--- config.mk ---
export PLATFORM = sky130hd
export DESIGN_NAME = load_store_unit
export DESIGN_NICKNAME = d
export VERILOG_FILES = /design/src/rtl/load_store_unit.sv
export SDC_FILE = /design/constraint.sdc
export NUM_CORES = 1
export LEC_CHECK = 0
export BUFFER_PORTS_ARGS = -buffer_cell sky130_fd_sc_hd__buf_2
export CORE_MARGIN = 3
export CORE_UTILIZATION = 35
export CTS_BUF_LIST = sky130_fd_sc_hd__clkbuf_4
export CTS_CLUSTER_DIAMETER = 80
export DETAILED_ROUTE_END_ITERATION = 6
export PLACE_DENSITY_LB_ADDON = 0.1
export SLEW_MARGIN = 20
export SYNTH_ARGS = -nofsm -noshare
export SYNTH_HDL_FRONTEND = slang
export SYNTH_SLANG_ARGS = --single-unit
--- constraint.sdc ---
create_clock -name clk -period 2.3 [get_ports clk]
set_input_delay 0.345 -clock clk [delete_from_list [all_inputs] [get_ports clk]]
set_output_delay 0.345 -clock clk [all_outputs]
set_load 0.05 [all_outputs]
--- src/rtl/load_store_unit.sv ---
// Load/store unit: turns one byte/half/word request into one or two word
// accesses on a combinational-read data memory, then pulses a response.
module load_store_unit #(
  parameter int unsigned ADDR_WIDTH = 10,
  parameter int unsigned DATA_WIDTH = 32
) (
  input  logic                  clk,
  input  logic                  rst_n,
  input  logic                  req_valid,
  output logic                  req_ready,
  input  logic                  req_we,
  input  logic [2:0]            req_funct3,
  input  logic [31:0]           req_addr,
  input  logic [DATA_WIDTH-1:0] req_wdata,
  output logic                  resp_valid,
  output logic [DATA_WIDTH-1:0] resp_rdata,
  output logic                  resp_err,
  output logic [3:0]            mem_we,
  output logic [ADDR_WIDTH-1:0] mem_addr,
  output logic [DATA_WIDTH-1:0] mem_wdata,
  input  logic [DATA_WIDTH-1:0] mem_rdata
);

  typedef enum logic [1:0] {IDLE, ACC0, ACC1, DONE} state_t;

  state_t                state, state_next;
  logic                  we_q;
  logic [2:0]            funct3_q;
  logic [1:0]            offset_q;
  logic [ADDR_WIDTH-1:0] word_q;
  logic [31:0]           wdata_q;
  logic [31:0]           buf0, buf1;

  logic                  handshake;
  logic                  legal;
  logic [3:0]            base_mask;
  logic [7:0]            mask;
  logic [63:0]           wide;
  logic                  split;
  logic [31:0]           rd_low;
  logic [31:0]           load_val;
  logic                  unused_addr;

  // Address bits above the memory range are intentionally dropped.
  assign unused_addr = ^req_addr[31:ADDR_WIDTH+2];

  function automatic logic is_legal(input logic we, input logic [2:0] f3);
    if (we) return (f3 == 3'b000) || (f3 == 3'b001) || (f3 == 3'b010);
    else    return (f3 == 3'b000) || (f3 == 3'b001) || (f3 == 3'b010) ||
                   (f3 == 3'b100) || (f3 == 3'b101);
  endfunction

  assign handshake = req_valid & req_ready;

  // Decode of the latched request: lane mask, lane-aligned data, load extraction.
  always_comb begin
    legal = is_legal(we_q, funct3_q);
    unique case (funct3_q[1:0])
      2'b00:   base_mask = 4'h1;
      2'b01:   base_mask = 4'h3;
      2'b10:   base_mask = 4'hF;
      default: base_mask = 4'h0;
    endcase
    mask   = {4'b0000, base_mask} << offset_q;
    wide   = {32'h0, wdata_q} << {offset_q, 3'b000};
    split  = |mask[7:4];
    rd_low = 32'({buf1, buf0} >> {offset_q, 3'b000});
    unique case (funct3_q)
      3'b000:  load_val = {{24{rd_low[7]}}, rd_low[7:0]};
      3'b001:  load_val = {{16{rd_low[15]}}, rd_low[15:0]};
      3'b100:  load_val = {24'h0, rd_low[7:0]};
      3'b101:  load_val = {16'h0, rd_low[15:0]};
      default: load_val = rd_low;
    endcase
  end

  // State register.
  always_ff @(posedge clk or negedge rst_n) begin
    if (!rst_n) state <= IDLE;
    else        state <= state_next;
  end

  // Next-state logic; illegal requests skip the memory phases entirely.
  always_comb begin
    state_next = state;
    unique case (state)
      IDLE: if (handshake) state_next = is_legal(req_we, req_funct3) ? ACC0 : DONE;
      ACC0: state_next = split ? ACC1 : DONE;
      ACC1: state_next = DONE;
      DONE: state_next = IDLE;
      default: state_next = IDLE;
    endcase
  end

  // Outputs decoded from the state; everything idles at zero.
  always_comb begin
    req_ready  = 1'b0;
    resp_valid = 1'b0;
    resp_rdata = '0;
    resp_err   = 1'b0;
    mem_we     = '0;
    mem_addr   = '0;
    mem_wdata  = '0;
    unique case (state)
      IDLE: req_ready = rst_n;
      ACC0: begin
        mem_addr  = word_q;
        mem_we    = we_q ? mask[3:0] : 4'h0;
        mem_wdata = wide[31:0];
      end
      ACC1: begin
        mem_addr  = word_q + ADDR_WIDTH'(1);
        mem_we    = we_q ? mask[7:4] : 4'h0;
        mem_wdata = wide[63:32];
      end
      DONE: begin
        resp_valid = 1'b1;
        resp_err   = ~legal;
        resp_rdata = (legal && !we_q) ? load_val : '0;
      end
      default: ;
    endcase
  end

  // Request capture and read-data buffers.
  always_ff @(posedge clk or negedge rst_n) begin
    if (!rst_n) begin
      we_q     <= 1'b0;
      funct3_q <= '0;
      offset_q <= '0;
      word_q   <= '0;
      wdata_q  <= '0;
      buf0     <= '0;
      buf1     <= '0;
    end else begin
      if (handshake) begin
        we_q     <= req_we;
        funct3_q <= req_funct3;
        offset_q <= req_addr[1:0];
        word_q   <= req_addr[ADDR_WIDTH+1:2];
        wdata_q  <= req_wdata;
        buf0     <= '0;
        buf1     <= '0;
      end
      if (state == ACC0) buf0 <= mem_rdata;
      if (state == ACC1) buf1 <= mem_rdata;
    end
  end

endmodule

Word level (Yosys, flattened, before mapping)
Cells that the tools add are included.

operators by class
  add/subtract/negate cells = 1
  equal/unequal tests = 14
  shift operators = 3
  mux-type cells = 23
  bitwise gates (word level) = 2
  reductions and logical operators = 17

operators by type and width
  kind                     count
  $mux W32                 5
  $pmux W32 S4             1
  $pmux W32 S2             1
  $shl A32 B5 Y64          1
  $shr A64 B5 Y32          1
  $pmux W10 S2             1
  $eq A3 B3 Y1 const B     4
  $pmux W4 S3              1
  $add A10 B1 Y10 const B  1
  $logic_or A1 B1 Y1       8
  $mux W1                  8
  $mux W4                  2
  $pmux W2 S4              1
  $pmux W4 S2              1
  $shl A4 B2 Y8            1
  $eq A2 B2 Y1 const B     3
  $eq A3 B1 Y1 const B     2
  $eq A3 B2 Y1 const B     2
  $logic_not A3 Y1         2
  $eq A2 B1 Y1 const B     2
  $logic_not A2 Y1         2
  $mux W2                  2
  $reduce_bool A2 Y1       2
  $reduce_or A4 Y1         1
  other kinds (5)          5

word-level totals
  register bits = 114
  input port bits = 103
  output and inout bits = 81
  word-level logic and storage cells = 68

Longest topological paths before layout
Gate-level depths: netlist of the first run.

  word-level depth = 11
  depth in mapped cells = 8
  gate-level depth less buffers = 6

Least setup slack after synthesis of the first run
Ideal clock, no wire load.

  kind = flip-flop to output port
  from = register state[0]
  to = output mem_addr[5]
  arrival = 2,349 ps
  setup slack = -394 ps
  cell stages (with the launch flop) = 7
  path through = dfrtp_1 inv_1 ha_1 buf_2 clkbuf_1 nand4_1 o21ai_0

on the way
  word-level cells in the longest chain between the ends = 2

RTL lines
  element                                              RTL line  source
  start: declaration                                   26        state_t state, state_next;
  start signal: assignment                             80        else state <= state_next;
  $eq A2 B2 Y1 / $eq A2 B1 Y1 (equally long branches)  104       unique case (state)
  $pmux W10 S2 *                                       104
  end: declaration                                     19        output logic [ADDR_WIDTH-1:0] mem_addr,

Mark *: on every way between the ends. The rest lies on a longest branch, timed or not.

Worst setup path in the final report of the first run
  from = register offset_q[0]
  to = output resp_rdata[27]

on the way
  word-level cells in the longest chain between the ends = 4

RTL lines
  element                   RTL line  source
  start: declaration        29        logic [1:0] offset_q;
  start signal: assignment  139       offset_q <= req_addr[1:0];
  $shr A64 B5 Y32           67        rd_low = 32'({buf1, buf0} >> {offset_q, 3'b000});
  $pmux W32 S4              68        unique case (funct3_q)
  $mux W32                  119       resp_rdata = (legal && !we_q) ? load_val : '0;
  $mux W32                  104
  end: declaration          16        output logic [DATA_WIDTH-1:0] resp_rdata,

No other way between the ends.

==> results of run 1 <==
## timing repair
action / 4_1_cts / 5_1_grt
pin swaps: 14 / 32
hold buffers: 1 / 0
buffers inserted: 16 / 18
gates cloned: 3 / 0
endpoints found under the setup margin: 79 / 79
resized for setup: 196 / 92
endpoints found under the hold margin: 88 / 0
## power groups by stage
stage	Clock [mW]	Sequential, mW	Combinational [mW]
3_3_place_gp	0	3.61	8.41
3_5_place_dp	0	3.69	8.57
5_1_grt	1.24	3.88	11.6
4_1_cts	1.16	3.69	10.1
6_report	1.13	3.74	10.8
2_1_floorplan	0	3.35	6.64
## routing by layer
layer,GRT usage,part of all wire
met4,0.0535,0.012
met2,0.339,0.49
met5,0,0.00033
met3,0.0387,0.050
met1,0.276,0.45
## sequential cells by signal (all words and copies together), names as in the netlist
name and count:
state 2, funct3_q 3, buf1 24, offset_q 2, we_q 1, wdata_q 32, word_q 10, buf0 32
## kinds of logic (layout without fill, tap and decap cells)
kind of cell	count (synthesis)	count (layout)	synth area share
AOI/OAI and AO/OA	142	142	0.127
xor gates and xnor gates	1	1	0.00130
adders and majority gates	11	11	0.0205
buffers and inverters	61	258	0.0456
DFF	106	106	0.395
muxes	108	108	0.227
other	0	1	0
and+or+nand+nor	276	276	0.183
## critical path, delay by kind of cell, from the launching register on
family,cells,cell delay [ps]
flip-flops,1,550
buffers and inverters,3,460
AO/OA/AOI/OAI,2,440
multiplexers,1,320
AND/OR/NAND/NOR,1,50
## through the flow
step,utilization,TNS [ps],setup WS [ps]
floorplan,-,-1490,-130
global placement,0.427,0,74.1
detailed placement,0.427,0,5.06
CTS,0.482,-18320,-371
global route,0.505,-26750,-461
finish,0.505,-17150,-365
## worst max-delay path by stage
stage                            startpoint              to  slack, ps  cells past startpoint
global placement    funct3_q[0]$_DFFE_PN0P_  resp_rdata[16]         70                      7
floorplan           funct3_q[0]$_DFFE_PN0P_  resp_rdata[10]       -130                      7
detailed placement  funct3_q[0]$_DFFE_PN0P_  resp_rdata[16]          5                      7
finish              offset_q[0]$_DFFE_PN0P_  resp_rdata[27]       -360                      7
CTS                 offset_q[0]$_DFFE_PN0P_  resp_rdata[24]       -370                      7
global route        offset_q[0]$_DFFE_PN0P_  resp_rdata[27]       -460                      7
## cell usage after synthesis (all sizes together), types with 2 or more instances
| master | count |
|---|---|
| and3 | 11 |
| o2bb2ai | 8 |
| a21oi | 18 |
| o22ai | 8 |
| a22o | 3 |
| nand2 | 156 |
| mux2i | 25 |
| nor2b | 18 |
| nand3 | 5 |
| nand4 | 3 |
| mux2 | 53 |
| and2 | 20 |
| nor2 | 49 |
| nand2b | 2 |
| ha | 11 |
| and2b | 3 |
| o21ai | 79 |
| nor3b | 3 |
| buf | 24 |
| a22oi | 10 |
| dfrtp | 106 |
| mux4 | 30 |
| inv | 6 |
| clkbuf | 30 |
| a21boi | 8 |
## layout make-up
| class | count | area, um2 | share of cell area |
|---|---|---|---|
| clock inverter | 5 | 78.8 | 0.00832 |
| clock buffer | 11 | 82.6 | 0.00871 |
| sequential | 106 | 2660 | 0.281 |
| antenna | 1 | 2.50 | 0.000264 |
| tap | 234 | 293 | 0.0309 |
| multi-input combinational | 538 | 4290 | 0.452 |
| timing repair buffer | 235 | 2050 | 0.216 |
| inverter | 7 | 26.3 | 0.00277 |
==> flow_summary.toml, run 1 <==
[status]
status = "finished with violations"
violations = "negative setup slack"

[yosys]
synth_area_um2 = 6720
ys_ff_latch = 106
yosysSeqAreaShare = 0.395
yosys-top-cells-area = "dfrtp_1 (39%), mux4_2 (9.7%), mux2_2 (8.9%)"
async_reset_ff_frac = 1.00
yosysTopAreaCell = "dfrtp_1"
synthCells = 705
syn_nets = 819
yosys_warnings = 0
yosysTopAreaCellShare = 0.395
synth_edf_count = 0
synth_flop_cell = "dfrtp_1"
avgSynthCellArea_um2 = 9.53
synth_cell_types = 50

[placed_design]
gp_congestion = 0.821
dp.cells = 1085
dp_hpwl_um = 14500
io_buffers = 163
place_area_um2 = 8020

[pwr]
pwr-share-clk = 0.072
switching_share = 0.486
totalPowerFinal_mw = 15.7
p_leak_nw = 4.25
switchingPower_mw = 7.64
p_comb_frac = 0.690
power_frac_seq = 0.238
p_int_mw = 8.08
power_density_nw_per_um2 = 1660
max-vdd-ir-drop_uv = 678

[cells_and_area]
design_area_um2 = 9480
area_growth_pct = 41.1
fillers = 1721
final_nets = 1011
final_cell_mix = "nand2_1 (152), dfrtp_1 (101), buf_2 (94)"
fin_cells = 1137
layout_commonest_cell = "nand2_1"
drive_above_1_share = 0.488

[global_routing]
grt_usage = 0.204
antenna_found_initial = 2
first_global_vias = 6171
grt-ovfl-total = 0
grt_pass1_wl_um = 33200
grt_max_degree = 107

[worst_setup_path]
r2r_start = "state[0]$_DFFE_PN0P_"
cpPeakStageDelay_ps = 550
cp_cell_sequence = "buf_6 > mux2_4 > a22oi_4 > a31o_4 > buf_12 > nor2_4 > buf_8"
cp_max_fo = 6
rr_worst_depth = 7
reg2reg_setup_slack_ps = 550
cp-end-kind = "output port"
slowest_stage = "dfrtp_4"
cp.arrival_ps = 2320
reg2reg_to = "state[0]$_DFFE_PN0P_"
crit_type = "reg2out"
start_kind = "flop"
cp.required_ps = 1960

[min_path]
min_from = "mem_rdata[27]"
holdCritPathClass = "in2reg"
hold_depth = 3
min_to = "buf0[27]$_DFFE_PN0P_"

[detailed_routing]
ant_nets = 0
routed-via-count = 6035
drtIter0Drc = 385
drc = 0
routedWlPerCell_um = 18.9
viasPerCell = 5.31
drtPass1Iterations = 5
wl_um = 21500

[job]
cap_violations = 0

[die]
core_area_um2 = 18800
dieArea_um2 = 20900
die_width_um = 145
start_util = 0.358
die_h_um = 145
io_pins = 184
rows = 50

[sta]
max_freq_mhz = 375
slew_viol_final = 0
setup_viol = 75
timing.hold.ws_ps = 59.9
relSlewSlack = 0.601
period_needed_ps = 2660
fin_skew_ps = 17.9
hold_viol_final = 0
setup_ws_ps = -365
grt_setup_unrepaired = "yes"
worst_pin_slew_ps = 598
fin_crit_sh = 1.16

[clock_tree]
numCtsBuffers = 9
path_clk_slew_ps = 180
cts_sinks = 106
clk_latency_ps = 480
clockBufferDepth = 2
cts_tree = "built"
clockRootBuffer = "clkbuf_4"
htreeDepth = 3
No activity file was read; power rests on OpenSTA's default activity.
==> run 2, diff against run 1 <==
Settings changed: CORE_MARGIN 3 to unset.
==> run 2 against run 1 <==
Net effect: clock power is 9% lower; largest cell class unchanged; via count is 4.1% higher; highest routed layer is now met4; the flow still finishes with violations (negative setup slack); cell count is 2.2% higher; fmax is 0.90% higher; non-clock buffer count is 24 higher; critical path depth stayed put; global-route usage is 2.9 points higher; sequential share of layout area is 2.2 points lower; hold slack worse by 5.7 ps.
==> flow_summary.toml, run 2 (same netlist as run 1, synthesis figures left out) <==
[status]
status = "finished with violations"
violations = "negative setup slack"

[worst_setup_path]
cp-end-kind = "output port"
endpoint = "resp_rdata[22]"
cpPeakStageDelay_ps = 560
cp.required_ps = 1960
cp_max_fo = 5
reg2reg_setup_slack_ps = 570
startpoint = "offset_q[0]$_DFFE_PN0P_"
cp.arrival_ps = 2300
crit_type = "reg2out"
reg2reg_to = "state[0]$_DFFE_PN0P_"
crit_path_frequent_cell = "buf_6"
r2r_start = "offset_q[0]$_DFFE_PN0P_"
rr_worst_depth = 6
cp_cell_sequence = "buf_6 > mux2_4 > a22oi_4 > a31o_4 > buf_12 > nor2_2 > buf_6"
slowest_stage = "dfrtp_4"
start_kind = "flop"

[die]
dieArea_um2 = 19800
core_area_um2 = 18800
rows = 50
die_width_um = 141
start_util = 0.358
die_h_um = 141
io_pins = 184

[min_path]
holdCritPathClass = "in2reg"

[clock_tree]
cts_tree = "built"
clockBufferDepth = 2
clk_latency_ps = 490
clockRootBuffer = "clkbuf_4"
cts_sinks = 106
htreeDepth = 3
numCtsBuffers = 9
path_clk_slew_ps = 170

[sta]
fin_skew_ps = 14.0
fin_crit_sh = 1.15
slew_viol_final = 0
hold_viol_final = 0
setup_viol = 78
grt_setup_unrepaired = "yes"
setup_ws_ps = -341
max_freq_mhz = 379
worst_pin_slew_ps = 693
period_needed_ps = 2640
timing.hold.ws_ps = 54.2
relSlewSlack = 0.538

[detailed_routing]
wl_um = 22800
ant_nets = 0
routedWlPerCell_um = 19.6
drtPass1Iterations = 5
viasPerCell = 5.41
drtIter0Drc = 478
drc = 0
routed-via-count = 6281

[cells_and_area]
layout_commonest_cell = "nand2_1"
drive_above_1_share = 0.559
reg_top3 = "buf0: 32 flops, wdata_q: 32 flops, buf1: 24 flops"
final_nets = 1036
utilization = 0.547
fin_cells = 1162
final_cell_mix = "nand2_1 (148), dfrtp_1 (103), buf_2 (83)"
area_growth_pct = 52.8

[job]
cap_violations = 0

[placed_design]
pre_cts_ws_ps = -27.1
dp.cells = 1087
io_buffers = 163
gp_congestion = 0.849
dp_hpwl_um = 14200

[global_routing]
grt_max_degree = 107
antenna_found_initial = 1
first_global_vias = 6322
grt_usage = 0.233
grt_pass1_wl_um = 35200
grt-ovfl-total = 0

[pwr]
totalPowerFinal_mw = 17.5
p_leak_nw = 4.46
power_density_nw_per_um2 = 1700
max-vdd-ir-drop_uv = 645
[run 2: worst max-delay path: cells and delay by family (launching register included)]
| kind | cells | cell delay [ps] |
|---|---|---|
| flops | 1 | 560 |
| mux | 1 | 320 |
| buf+inv | 3 | 430 |
| compound gates | 2 | 440 |
| simple gates | 1 | 50 |
[run 2: power by group]
| group | leakage, nW | switching, mW | internal (mW) |
|---|---|---|---|
| clock network | 0.0710 | 0.685 | 0.341 |
| registers | 1.30 | 1.06 | 2.77 |
| logic | 3.09 | 6.58 | 6.01 |
| total | 4.46 | 8.33 | 9.12 |
[run 2: area by class of cell]
cell class	count	area, um2
clock buffer	9	67.6
fill	1709	8500
antenna	2	5.00
timing repair buffer	259	2510
multi-input combinational	539	4620
tap	234	293
sequential	106	2660
inverter	7	31.3
clock inverter	6	73.8
[run 2: layer usage]
metal | GRT usage | routed length [um] | vias to the layer above
li1 | - | - | 2904
met1 | 0.311 | 10000 | 3112
met2 | 0.379 | 11000 | 234
met3 | 0.0496 | 1280 | 31
met4 | 0.0744 | 461 | 0
met5 | 0 | 0 | -
[run 2: worst min path at each step]
stage | from | endpoint | cells after the start | slack (ps)
CTS | mem_rdata[25] | buf0[25]$_DFFE_PN0P_ | 3 | 5
detailed placement | buf1[18]$_DFFE_PN0P_ | buf1[18]$_DFFE_PN0P_ | 2 | 520
global placement | buf0[6]$_DFFE_PN0P_ | buf0[6]$_DFFE_PN0P_ | 2 | 510
global route | mem_rdata[26] | buf0[26]$_DFFE_PN0P_ | 3 | 5
finish | mem_rdata[30] | buf0[30]$_DFFE_PN0P_ | 3 | 50
floorplan | rst_n | buf0[0]$_DFFE_PN0P_ | 0 | 50
[run 2: through the flow]
stage,TNS [ps],instance area (um2)
finish,-18870,10300
global route,-27270,10300
CTS,-21850,9780
detailed placement,-52.0,8000
global placement,0,8000
floorplan,-1490,6810
[run 2: what timing repair did]
action / in CTS / in global routing
hold endpoints to repair: 13 / 1
gates resized for setup: 303 / 112
setup endpoints to repair: 79 / 79
pin swaps: 48 / 47
setup buffers: 35 / 16
hold buffers: 1 / 1
cloned: 11 / 1
